$ cat config.mk
export PLATFORM = sky130hd
export DESIGN_NAME = pipe_ctrl
export DESIGN_NICKNAME = d
export VERILOG_FILES = /design/src/rtl/pipe_ctrl.sv
export SDC_FILE = /design/constraint.sdc
export NUM_CORES = 1
export LEC_CHECK = 0
export ABC_CLOCK_PERIOD_IN_PS = 2400
export CELL_PAD_IN_SITES_DETAIL_PLACEMENT = 0
export CELL_PAD_IN_SITES_GLOBAL_PLACEMENT = 1
export CORE_UTILIZATION = 32
export DETAILED_ROUTE_END_ITERATION = 10
export PLACE_DENSITY_LB_ADDON = 0.1
export SLEW_MARGIN = 20
export SYNTH_ARGS = -nofsm -noshare
export SYNTH_HDL_FRONTEND = slang
export SYNTH_SLANG_ARGS = --single-unit
$ cat constraint.sdc
create_clock -name clk_i -period 2.4 [get_ports clk_i]
set_clock_uncertainty 0.2 [all_clocks]
set_input_delay 0.36 -clock clk_i [delete_from_list [all_inputs] [get_ports clk_i]]
set_output_delay 0.36 -clock clk_i [all_outputs]
set_load 0.02 [all_outputs]
$ cat src/rtl/pipe_ctrl.sv
// rtl/pipe_ctrl.sv - RV32I pipeline stall/flush/jump controller with stall watchdog
module pipe_ctrl #(
    parameter int ADDR_WIDTH    = 32,
    parameter int FLUSH_CYCLES  = 1,
    parameter int STALL_TIMEOUT = 1024
) (
    input  logic                  clk_i,
    input  logic                  rst_i,
    input  logic                  stallreq_if_i,
    input  logic                  stallreq_id_i,
    input  logic                  stallreq_ex_i,
    input  logic                  stallreq_mem_i,
    input  logic                  jump_req_i,
    input  logic [ADDR_WIDTH-1:0] jump_addr_i,
    output logic [5:0]            stall_o,
    output logic                  flush_jump_o,
    output logic                  jump_o,
    output logic [ADDR_WIDTH-1:0] jump_addr_o,
    output logic                  stall_timeout_o,
    output logic [31:0]           stall_cnt_o
);

    typedef enum logic {IDLE, FLUSH} state_t;

    localparam logic [2:0]  FLUSH_LOAD = 3'(FLUSH_CYCLES);
    localparam logic [15:0] RUN_MAX    = 16'(STALL_TIMEOUT);
    localparam logic [15:0] RUN_TRIP   = 16'(STALL_TIMEOUT - 1);

    state_t      state;
    logic [2:0]  fcnt;
    logic [15:0] run_cnt;
    logic        frozen;
    logic        accept;
    logic        id_mask;
    logic        stall_any;

    // Jump acceptance and stall merge; a jump kills the ID instruction and
    // redirects the PC, so ID and IF requests lose to it, while EX/MEM freeze it.
    always_comb begin
        frozen  = stallreq_mem_i | stallreq_ex_i;
        accept  = jump_req_i & ~frozen & (state == IDLE);
        id_mask = accept | (state == FLUSH);
        stall_o = 6'b000000;
        if (stallreq_mem_i) begin
            stall_o = 6'b011111;
        end else if (stallreq_ex_i) begin
            stall_o = 6'b001111;
        end else if (stallreq_id_i && !id_mask) begin
            stall_o = 6'b000111;
        end else if (stallreq_if_i && !accept) begin
            stall_o = 6'b000011;
        end
        stall_any    = |stall_o;
        jump_o       = accept;
        jump_addr_o  = accept ? jump_addr_i : '0;
        flush_jump_o = accept | (state == FLUSH);
    end

    // Flush window: counts down only on cycles the PC actually advances, so
    // a fetch wait inside the window cannot let a wrong-path word slip through.
    always_ff @(posedge clk_i or posedge rst_i) begin
        if (rst_i) begin
            state <= IDLE;
            fcnt  <= 3'd0;
        end else begin
            case (state)
                IDLE: begin
                    if (accept && FLUSH_CYCLES > 0) begin
                        state <= FLUSH;
                        fcnt  <= FLUSH_LOAD;
                    end
                end
                FLUSH: begin
                    if (!stall_o[0]) begin
                        if (fcnt == 3'd1) begin
                            state <= IDLE;
                            fcnt  <= 3'd0;
                        end else begin
                            fcnt <= fcnt - 3'd1;
                        end
                    end
                end
                default: begin
                    state <= IDLE;
                    fcnt  <= 3'd0;
                end
            endcase
        end
    end

    // Consecutive-stall watchdog with a sticky trip flag.
    always_ff @(posedge clk_i or posedge rst_i) begin
        if (rst_i) begin
            run_cnt         <= 16'd0;
            stall_timeout_o <= 1'b0;
        end else if (stall_any) begin
            if (run_cnt != RUN_MAX) begin
                run_cnt <= run_cnt + 16'd1;
            end
            if (run_cnt == RUN_TRIP) begin
                stall_timeout_o <= 1'b1;
            end
        end else begin
            run_cnt <= 16'd0;
        end
    end

    // Total stalled-cycle counter, free-running and wrapping.
    always_ff @(posedge clk_i or posedge rst_i) begin
        if (rst_i) begin
            stall_cnt_o <= 32'd0;
        end else if (stall_any) begin
            stall_cnt_o <= stall_cnt_o + 32'd1;
        end
    end

endmodule

==> metrics.cfg <==
[synth]
synth_common_cells = 53 x dfrtp_1, 37 x and2_1, 28 x xnor2_1
yosys_warnings = 0
netlist_instances = 292
synth_flop_cell = dfrtp_1
synth_edf_count = 0
syn_avg_cell_area_um2 = 9.817
syn-num-nets = 336
synth_top_area_frac = 0.4627
synth_top_area_cell = dfrtp_1
synth_cell_types = 44
synth_seq_cells = 53
yosysSeqAreaShare = 0.4627
synth.area.top_cells = dfrtp_1 46%, xnor2_1 8.6%, and2_1 8.1%
yosysMostFrequentCell = dfrtp_1
syn_area_um2 = 2866
async_reset_ff_frac = 1.000

[setup_path]
crit_path_top_delay_cell = clkdlybuf4s50_1
crit_buf_inv = 2
crit_path_start_kind = flip-flop
crit_top_cell = nand2_1
cp_cell_sequence = buf_4 > a21oi_2 > nand2_1 > nand2_1 > clkdlybuf4s50_1
crit_arrival_ns = 1.76
crit_start = state$_DFF_PP0_
cp_top_family = buffers and inverters
crit_fanout = 5
r2r_start = state$_DFF_PP0_
critPathKind = reg2out
end_kind = primary output
required_ns = 1.84
max_stage_delay_ns = 0.60

[floorplan]
die_w_um = 96.65
ios = 112
die-height_um = 96.65
initial_core_util = 0.3303
core-area_um2 = 8678
dieArea_um2 = 9340
core.rowCount = 34

[placed_design]
dp_slack_ns = -0.5529
dp_cells = 515
io_buffers = 110
dpl.hpwl_um = 5230
gp_congestion = 0.7476
postPlaceCellArea_um2 = 4180

[routing]
drt-wirelength-per-cell_um = 13.29
drt_iter0_drc = 54
first_pass_iters = 4
drc_errors = 0
vias = 2457
drtAntennaViolNets = 0
vias_per_cell = 4.671
wl_um = 6988

[hold_path]
holdCritPathClass = in2async

[clocking]
h-tree-depth = 2
clkTransAtPathRegs_ns = 0.10
cts_tree = built
postCtsHoldBufs = 0
worstSkewPairLatency_ns = 0.31
root_buffer = clkbuf_8
cts_sinks = 53
cts_buffers = 5
clockBufferDepth = 2

[finish]
multi_input_area_um2 = 1451
area_delta_synth_final_pct = 51.37
post-route-util = 0.5000
n_antenna_cell = 0
fill_cells = 874
fin_cells = 526
num-nets-final = 461
design_area_um2 = 4339
drive_gt1_frac = 0.1890
seqCellArea_um2 = 1326

[pwr]
pwr-share-comb = 0.320
p_leak_nw = 1.992
p_per_area_nw_per_um2 = 646.6
p_sw_uw = 893.8
peakVddDrop_v = 0.0003093
intPower_mw = 1.912
clkPwrFrac = 0.261
seq_power_share = 0.419
swShare = 0.3185

[sta]
min_period_ns = 2.325
hold_violations = 0
slew_viol_final = 0
min_period_over_period = 0.9686
setup_violations = 0
worst_slack_ns = 0.07530
fmax_mhz = 430.2
rsz0062_at_grt = no

[global_route]
grt_antenna_before_repair = 0
grt.overflow.total = 0
grt_max_degree = 54
grt_pass1_wl_um = 11690
grt.total_usage = 0.1522
grt_pass1_vias = 2377

[run_status]
outcome = completed

[run]
drv_cap = 0

==> tightest hold or removal path: stages <==
cell and delay (ns):
clkdlybuf4s50_1 0.42, inv_2 0.07, buf_12 0.27
==> final cells by class <==
class / instances / area share
clock buffers: 5 / 0.01586
clock inverters: 3 / 0.01586
inverters: 13 / 0.01298
multi-input cells: 216 / 0.3345
flip-flops and latches: 53 / 0.3057
well taps: 108 / 0.03114
repair buffers: 128 / 0.2840
==> registers in the layout (all words and copies together) (netlist names) <==
signal	flops
stall_cnt_o	32
run_cnt	16
state	1
fcnt	3
stall_timeout_o	1
==> path summary, 6_finish.rpt <==
| kind | to | slack, ns | cells after the start |
|---|---|---|---|
| worst max-delay path | stall_o[2] | 0.08 | 5 |
| worst min-delay path | run_cnt[5]$_DFFE_PP0P_ | 0.22 | 3 |
| worst max register to register | stall_cnt_o[9]$_DFFE_PP0P_ | 0.36 | 6 |
| worst min register to register | stall_cnt_o[31]$_DFFE_PP0P_ | 0.28 | 1 |
| max in group asynchronous | fcnt[2]$_DFFE_PP0P_ | 1.54 | 3 |
| min in group clk_i | stall_cnt_o[31]$_DFFE_PP0P_ | 0.28 | 1 |
==> repair_timing <==
action,in CTS,in global routing
pin swaps,0,1
gates cloned,1,1
resized for setup,181,8
setup buffers,0,1
endpoints found under the setup margin,37,36
==> per-stage QoR <==
step	power, mW	hold WS, ns	setup TNS [ns]
after floorplan	1.666	0.2688	0
after global placement	2.073	0.2618	-18.34
after detailed placement	2.089	0.2657	-17.77
after CTS	2.849	0.2218	-0.0001379
after global routing	2.983	0.2187	0
final	2.806	0.2170	0
==> power by group through the flow <==
stage	combinational (mW)	clock [mW]	sequential [mW]
6_report	0.899	0.732	1.18
4_1_cts	0.908	0.765	1.18
2_1_floorplan	0.429	0	1.24
3_3_place_gp	0.887	0	1.19
5_1_grt	0.984	0.796	1.20
3_5_place_dp	0.897	0	1.19
==> layer usage <==
metal	vias up	wire length (µm)	share of wire	track usage
li1	1220	-	-	-
met3	5	493	0.071	0.05130
met2	76	3356	0.48	0.2557
met5	-	0	0	0
met1	1156	3092	0.44	0.1927
met4	0	45	0.0064	0.02411
==> kinds of logic after synthesis <==
logic type / share of synthesized area
buffers and inverters: 0.03797
and+or+nand+nor: 0.2990
other: 0.001308
DFF: 0.4627
xor gates and xnor gates: 0.1375
AOI/OAI and AO/OA: 0.03274
adders and majority gates: 0.02182
muxes: 0.006984
==> cell usage in the layout (no fill, tap or decap), types with 3 or more instances in the layout <==
cell type | synthesis | final
clkdlybuf4s50_1 | 0 | 72
dfrtp_1 | 53 | 53
buf_4 | 3 | 40
and2_1 | 37 | 35
xnor2_1 | 28 | 28
nor2_1 | 26 | 25
nand2_1 | 24 | 24
nand3_1 | 18 | 18
xor2_1 | 17 | 17
inv_1 | 12 | 10
nand4_1 | 10 | 10
and3_1 | 7 | 7
buf_6 | 1 | 6
ha_1 | 5 | 5
clkbuf_8 | 0 | 5
nor3_1 | 4 | 4
and2_4 | 2 | 4
nor4_1 | 4 | 4
nand3_2 | 3 | 3
and4_1 | 3 | 3
o21ai_0 | 3 | 3
No activity file was read; power rests on OpenSTA's default activity.
==> edit 1, RTL diff (config.mk and constraints unchanged) <==
The parameter `ADDR_WIDTH` goes from 32 to 40.
--- a/src/rtl/pipe_ctrl.sv
+++ b/src/rtl/pipe_ctrl.sv
@@ -1,5 +1,5 @@
 // rtl/pipe_ctrl.sv - RV32I pipeline stall/flush/jump controller with stall watchdog
 module pipe_ctrl #(
-    parameter int ADDR_WIDTH    = 32,
+    parameter int ADDR_WIDTH    = 40,
     parameter int FLUSH_CYCLES  = 1,
     parameter int STALL_TIMEOUT = 1024
Ports: changed (resized jump_addr_i and jump_addr_o); port bits go from 112 to 128. The function was not compared with the original's and may differ.
==> edit 1 against the unedited design <==
Setup slack got worse by 34 ps; die area up 1.8%; final area rose by 10%; count of clock-buffer cells in the layout grew 2; synthesized area up 1.8%; global-route usage rose by 1.0 points; sequential cell count did not move; synthesized cell count grew 1.4%; critical path type unchanged; power up 2.9%; wire length rose by 14%; critical endpoint is now jump_addr_o[12].
==> edit 1: results (changes against the unedited design) <==
| Metric | Value |
|---|---|
| Status | finished, final reports clean (unchanged) |
| First-pass GRT wire length | 12540 um (was 11690 um) |
| Synth cell types | 43 (was 44) |
| R2R Setup Slk | 290 ps (was 360 ps) |
| HP Class | primary input to async pin (unchanged) |
| Pleak | 2.098 nW (was 1.992 nW) |
| Crit-path max FO | 8 (was 5) |
| Vias per cell | 4.649 (was 4.671) |
| Avg Cell Area, Syn | 9.862 um2 (was 9.817 um2) |
| Antenna Cells | 0 (unchanged) |
| Crit path max-delay family | simple AND/OR/NAND/NOR gates (was buffers and inverters) |
| R2r worst-path depth | 7 (was 6) |
| Slew Viols, Final | 0 (unchanged) |
| Vias in the first global route | 2410 (was 2377) |
| Clock transition at path regs | 90 ps |
| Number of warnings issued by yosys | 0 (unchanged) |
| WL final | 7980 um (was 6988 um) |
| CP max stage cell | or4b_4 (was clkdlybuf4s50_1) |
| Ys async rst share | 100.0% (unchanged) |
| Placed Instances | 539 (was 515) |
| Pre-CTS setup slack | -528.1 ps (was -552.9 ps) |
| Maximum vdd ir drop | 0.0004652 V (was 0.0003093 V) |
| Top post-synthesis cells by count | dfrtp_1, and2_1, xnor2_1 (unchanged) |
| Net count after synthesis | 348 (was 336) |
| Iter 0 DRT Violations | 71 (was 54) |
| Crit path to | jump_addr_o[12] (was stall_o[2]) |
| Seq power | 1.22 mW (was 1.18 mW) |
| Total chip power | 2.888 mW (was 2.806 mW) |
| Share of layout cells above drive strength 1 | 28.09% (was 18.90%) |
| Register area share after synthesis | 45.44% (was 46.27%) |
| Clk pwr | 0.548 mW (was 0.732 mW) |
| Placer Congestion | 0.7383 (was 0.7476) |
| Synth top area cells | dfrtp_1, and2_1, xnor2_1 (was dfrtp_1, xnor2_1, and2_1) |
| Port bufs | 126 (was 110) |
| Antenna Nets Post-Route | 0 (unchanged) |
| Wire per inst | 14.43 um (was 13.29 um) |
| Fin nets | 496 (was 461) |
| Total track usage | 16.24% (was 15.22%) |
| Cell-internal power | 1.878 mW (was 1.912 mW) |
| Largest net degree at the start of global routing | 54 (unchanged) |
| # Max-Cap Violations | 0 (unchanged) |
| Reg2reg end | stall_cnt_o[31] (was stall_cnt_o[9]) |
| DP HPWL | 5684 um (was 5230 um) |
| Postcts setup bufs | 0 (unchanged) |
| Area after DPL | 0.004428 mm2 (was 0.004180 mm2) |
| Clock Path Buffers | 2 (unchanged) |
| F_max | 424.0 MHz (was 430.2 MHz) |
| # rows | 34 (unchanged) |
| Skew-Pair Late Insertion Delay | 300 ps |
| CP startpoint kind | flip-flop (unchanged) |
| Top flop regs | stall_cnt_o x32, run_cnt x16, fcnt x3 (unchanged) |
| # resized after CTS | 197 (was 181) |
| Data arrival, critical path | 1800 ps (was 1760 ps) |
edit 1: cell types whose count changed in the layout (fill, tap and decap cells not counted), moves of 3 or more:
cell | before | now
buf_6 | 6 | 38
and2_4 | 4 | 34
and2_1 | 35 | 7
buf_4 | 40 | 22
clkdlybuf4s50_1 | 72 | 77
and3_1 | 7 | 4
clkbuf_16 | 1 | 4
nand2_1 | 24 | 21
nor3_1 | 4 | 7
edit 1: how the worst min path moves through the flow:
stage	startpoint	endpoint	slack (ps)	cells after the start
finish	rst_i	run_cnt[10]	210	3
global route	rst_i	run_cnt[0]	240	3
CTS	rst_i	stall_cnt_o[20]	230	3
detailed placement	stall_timeout_o	stall_timeout_o	260	1
global placement	stall_timeout_o	stall_timeout_o	260	1
floorplan	fcnt[1]	fcnt[1]	270	2
edit 1: final cells by class:
type                            count  area [um2]
Clock buffer                        7       96.34
Fill cell                         799        3970
Inverter                           13       61.31
Multi-Input combinational cell    218        1563
Tap cell                          108       135.1
Timing Repair Buffer              153        1607
Sequential cell                    53        1326
Clock inverter                      1       5.005
edit 1: metal layers:
| layer | share of wire (%) | global-route usage, % | up-vias |
|---|---|---|---|
| met5 | 0 | 0 | - |
| met4 | 0.85 | 3.394 | 0 |
| met3 | 5.5 | 3.453 | 7 |
| li1 | - | - | 1285 |
| met2 | 47 | 25.98 | 84 |
| met1 | 47 | 22.62 | 1195 |
edit 1: tightest hold or removal path, stage by stage:
cell	delay, ps
clkdlybuf4s50_1	410
inv_2	70
buf_12	260
edit 1: logic make-up after synthesis:
family	Yosys count	synth area share, %
other	1	0.1285
XOR/XNOR	44	13.20
AO/OA/AOI/OAI	14	4.630
flip-flops	53	45.43
AND/OR/NAND/NOR	152	29.70
multiplexers	2	0.6858
adder cells (fa/ha/maj)	5	2.143
buffers and inverters	25	4.072
==> edit 2, RTL diff (same flow settings) <==
Made on the original files. Reset style: synchronous (`rst_i`), changed in 3 clocked blocks.
--- a/src/rtl/pipe_ctrl.sv
+++ b/src/rtl/pipe_ctrl.sv
@@ -59,5 +59,5 @@
     // Flush window: counts down only on cycles the PC actually advances, so
     // a fetch wait inside the window cannot let a wrong-path word slip through.
-    always_ff @(posedge clk_i or posedge rst_i) begin
+    always_ff @(posedge clk_i) begin
         if (rst_i) begin
             state <= IDLE;
@@ -90,5 +90,5 @@
 
     // Consecutive-stall watchdog with a sticky trip flag.
-    always_ff @(posedge clk_i or posedge rst_i) begin
+    always_ff @(posedge clk_i) begin
         if (rst_i) begin
             run_cnt         <= 16'd0;
@@ -107,5 +107,5 @@
 
     // Total stalled-cycle counter, free-running and wrapping.
-    always_ff @(posedge clk_i or posedge rst_i) begin
+    always_ff @(posedge clk_i) begin
         if (rst_i) begin
             stall_cnt_o <= 32'd0;
Formal check against the unedited RTL: differs if rst_i is asserted again (counterexample within 4 cycles, from zero or initial values and one cycle with rst_i high); with rst_i held inactive, the same outputs for 10 cycles.
==> edit 2 against the unedited design <==
Count of clock-buffer cells in the layout is 1 higher; non-clock buffer count grew 16; sequential share of layout area shrank 6.1 points; via count grew 14%; wire length is 14% higher; critical path depth up 4; setup slack better by 34 ps; synthesized area decreased by 2.1%; final area rose by 0.32%; sequential cell count unchanged; critical path type is now primary input to flip-flop.
Power is not compared: it rests on default switching activity, and its combinational part moved more than twofold at a synthesized area within 25%.
==> edit 2: results (changes against the unedited design) <==
| Metric | Value |
|---|---|
| Status | finished, final reports clean (unchanged) |
| CP max stage cell | or3_2 (was clkdlybuf4s50_1) |
| Total track usage | 17.50% (was 15.22%) |
| Synth top area cells | dfxtp_1, and2_1, xnor2_1 (was dfrtp_1, xnor2_1, and2_1) |
| Seq/total area | 24.43% (was 30.57%) |
| Pre-CTS setup slack | -868.2 ps (was -552.9 ps) |
| Vias | 2807 (was 2457) |
| Data arrival, critical path | 2280 ps (was 1760 ps) |
| Met1 GRT Util | 22.24% (was 19.27%) |
| Area after DPL | 0.004205 mm2 (was 0.004180 mm2) |
| Largest net degree at the start of global routing | 38 (was 54) |
| DP HPWL | 5963 um (was 5230 um) |
| Share of layout cells above drive strength 1 | 13.84% (was 18.90%) |
| Inverters | 12 (was 13) |
| Placer Congestion | 0.7670 (was 0.7476) |
| Met2 wire len | 4088 um (was 3356 um) |
| Data buffer area share | 31.45% (was 28.40%) |
| Crit-path max FO | 13 (was 5) |
| Fillers | 795 (was 874) |
| Vias in the first global route | 2664 (was 2377) |
| Delay of the slowest critical-path stage | 560 ps (was 600 ps) |
| Postcts setup bufs | 1 (was 0) |
| Fraction of area in multi-input gates | 37.80% (was 33.45%) |
| Iter 0 DRT Violations | 53 (was 54) |
| Register area share after synthesis | 37.82% (was 46.27%) |
==> edit 2: cell count changes after synthesis, sizes merged, moves of 7 or more <==
| cell | before | now |
|---|---|---|
| or3 | 1 | 8 |
| and2 | 39 | 32 |
| dfrtp | 53 | 0 |
| dfxtp | 0 | 53 |
| a21oi | 2 | 17 |
| nor2 | 26 | 48 |
| clkbuf | 2 | 12 |
==> edit 2: path summary, 6_finish.rpt <==
path	startpoint	to	slack, ps	depth (start not counted)
worst max-delay path	jump_req_i	stall_cnt_o[27]	110	9
worst min-delay path	stall_timeout_o	stall_timeout_o	290	2
worst min register to register	stall_timeout_o	stall_timeout_o	290	2
worst max register to register	state	stall_cnt_o[27]	140	8
==> edit 2: logic make-up after synthesis <==
family / count (synthesis) / synth area share, %
other cells: 1 / 0.1337
flops: 53 / 37.82
simple gates: 180 / 35.10
fa+ha+maj: 5 / 2.230
compound gates: 35 / 7.672
xor+xnor: 37 / 11.55
buf+inv: 31 / 5.129
mux: 1 / 0.3568
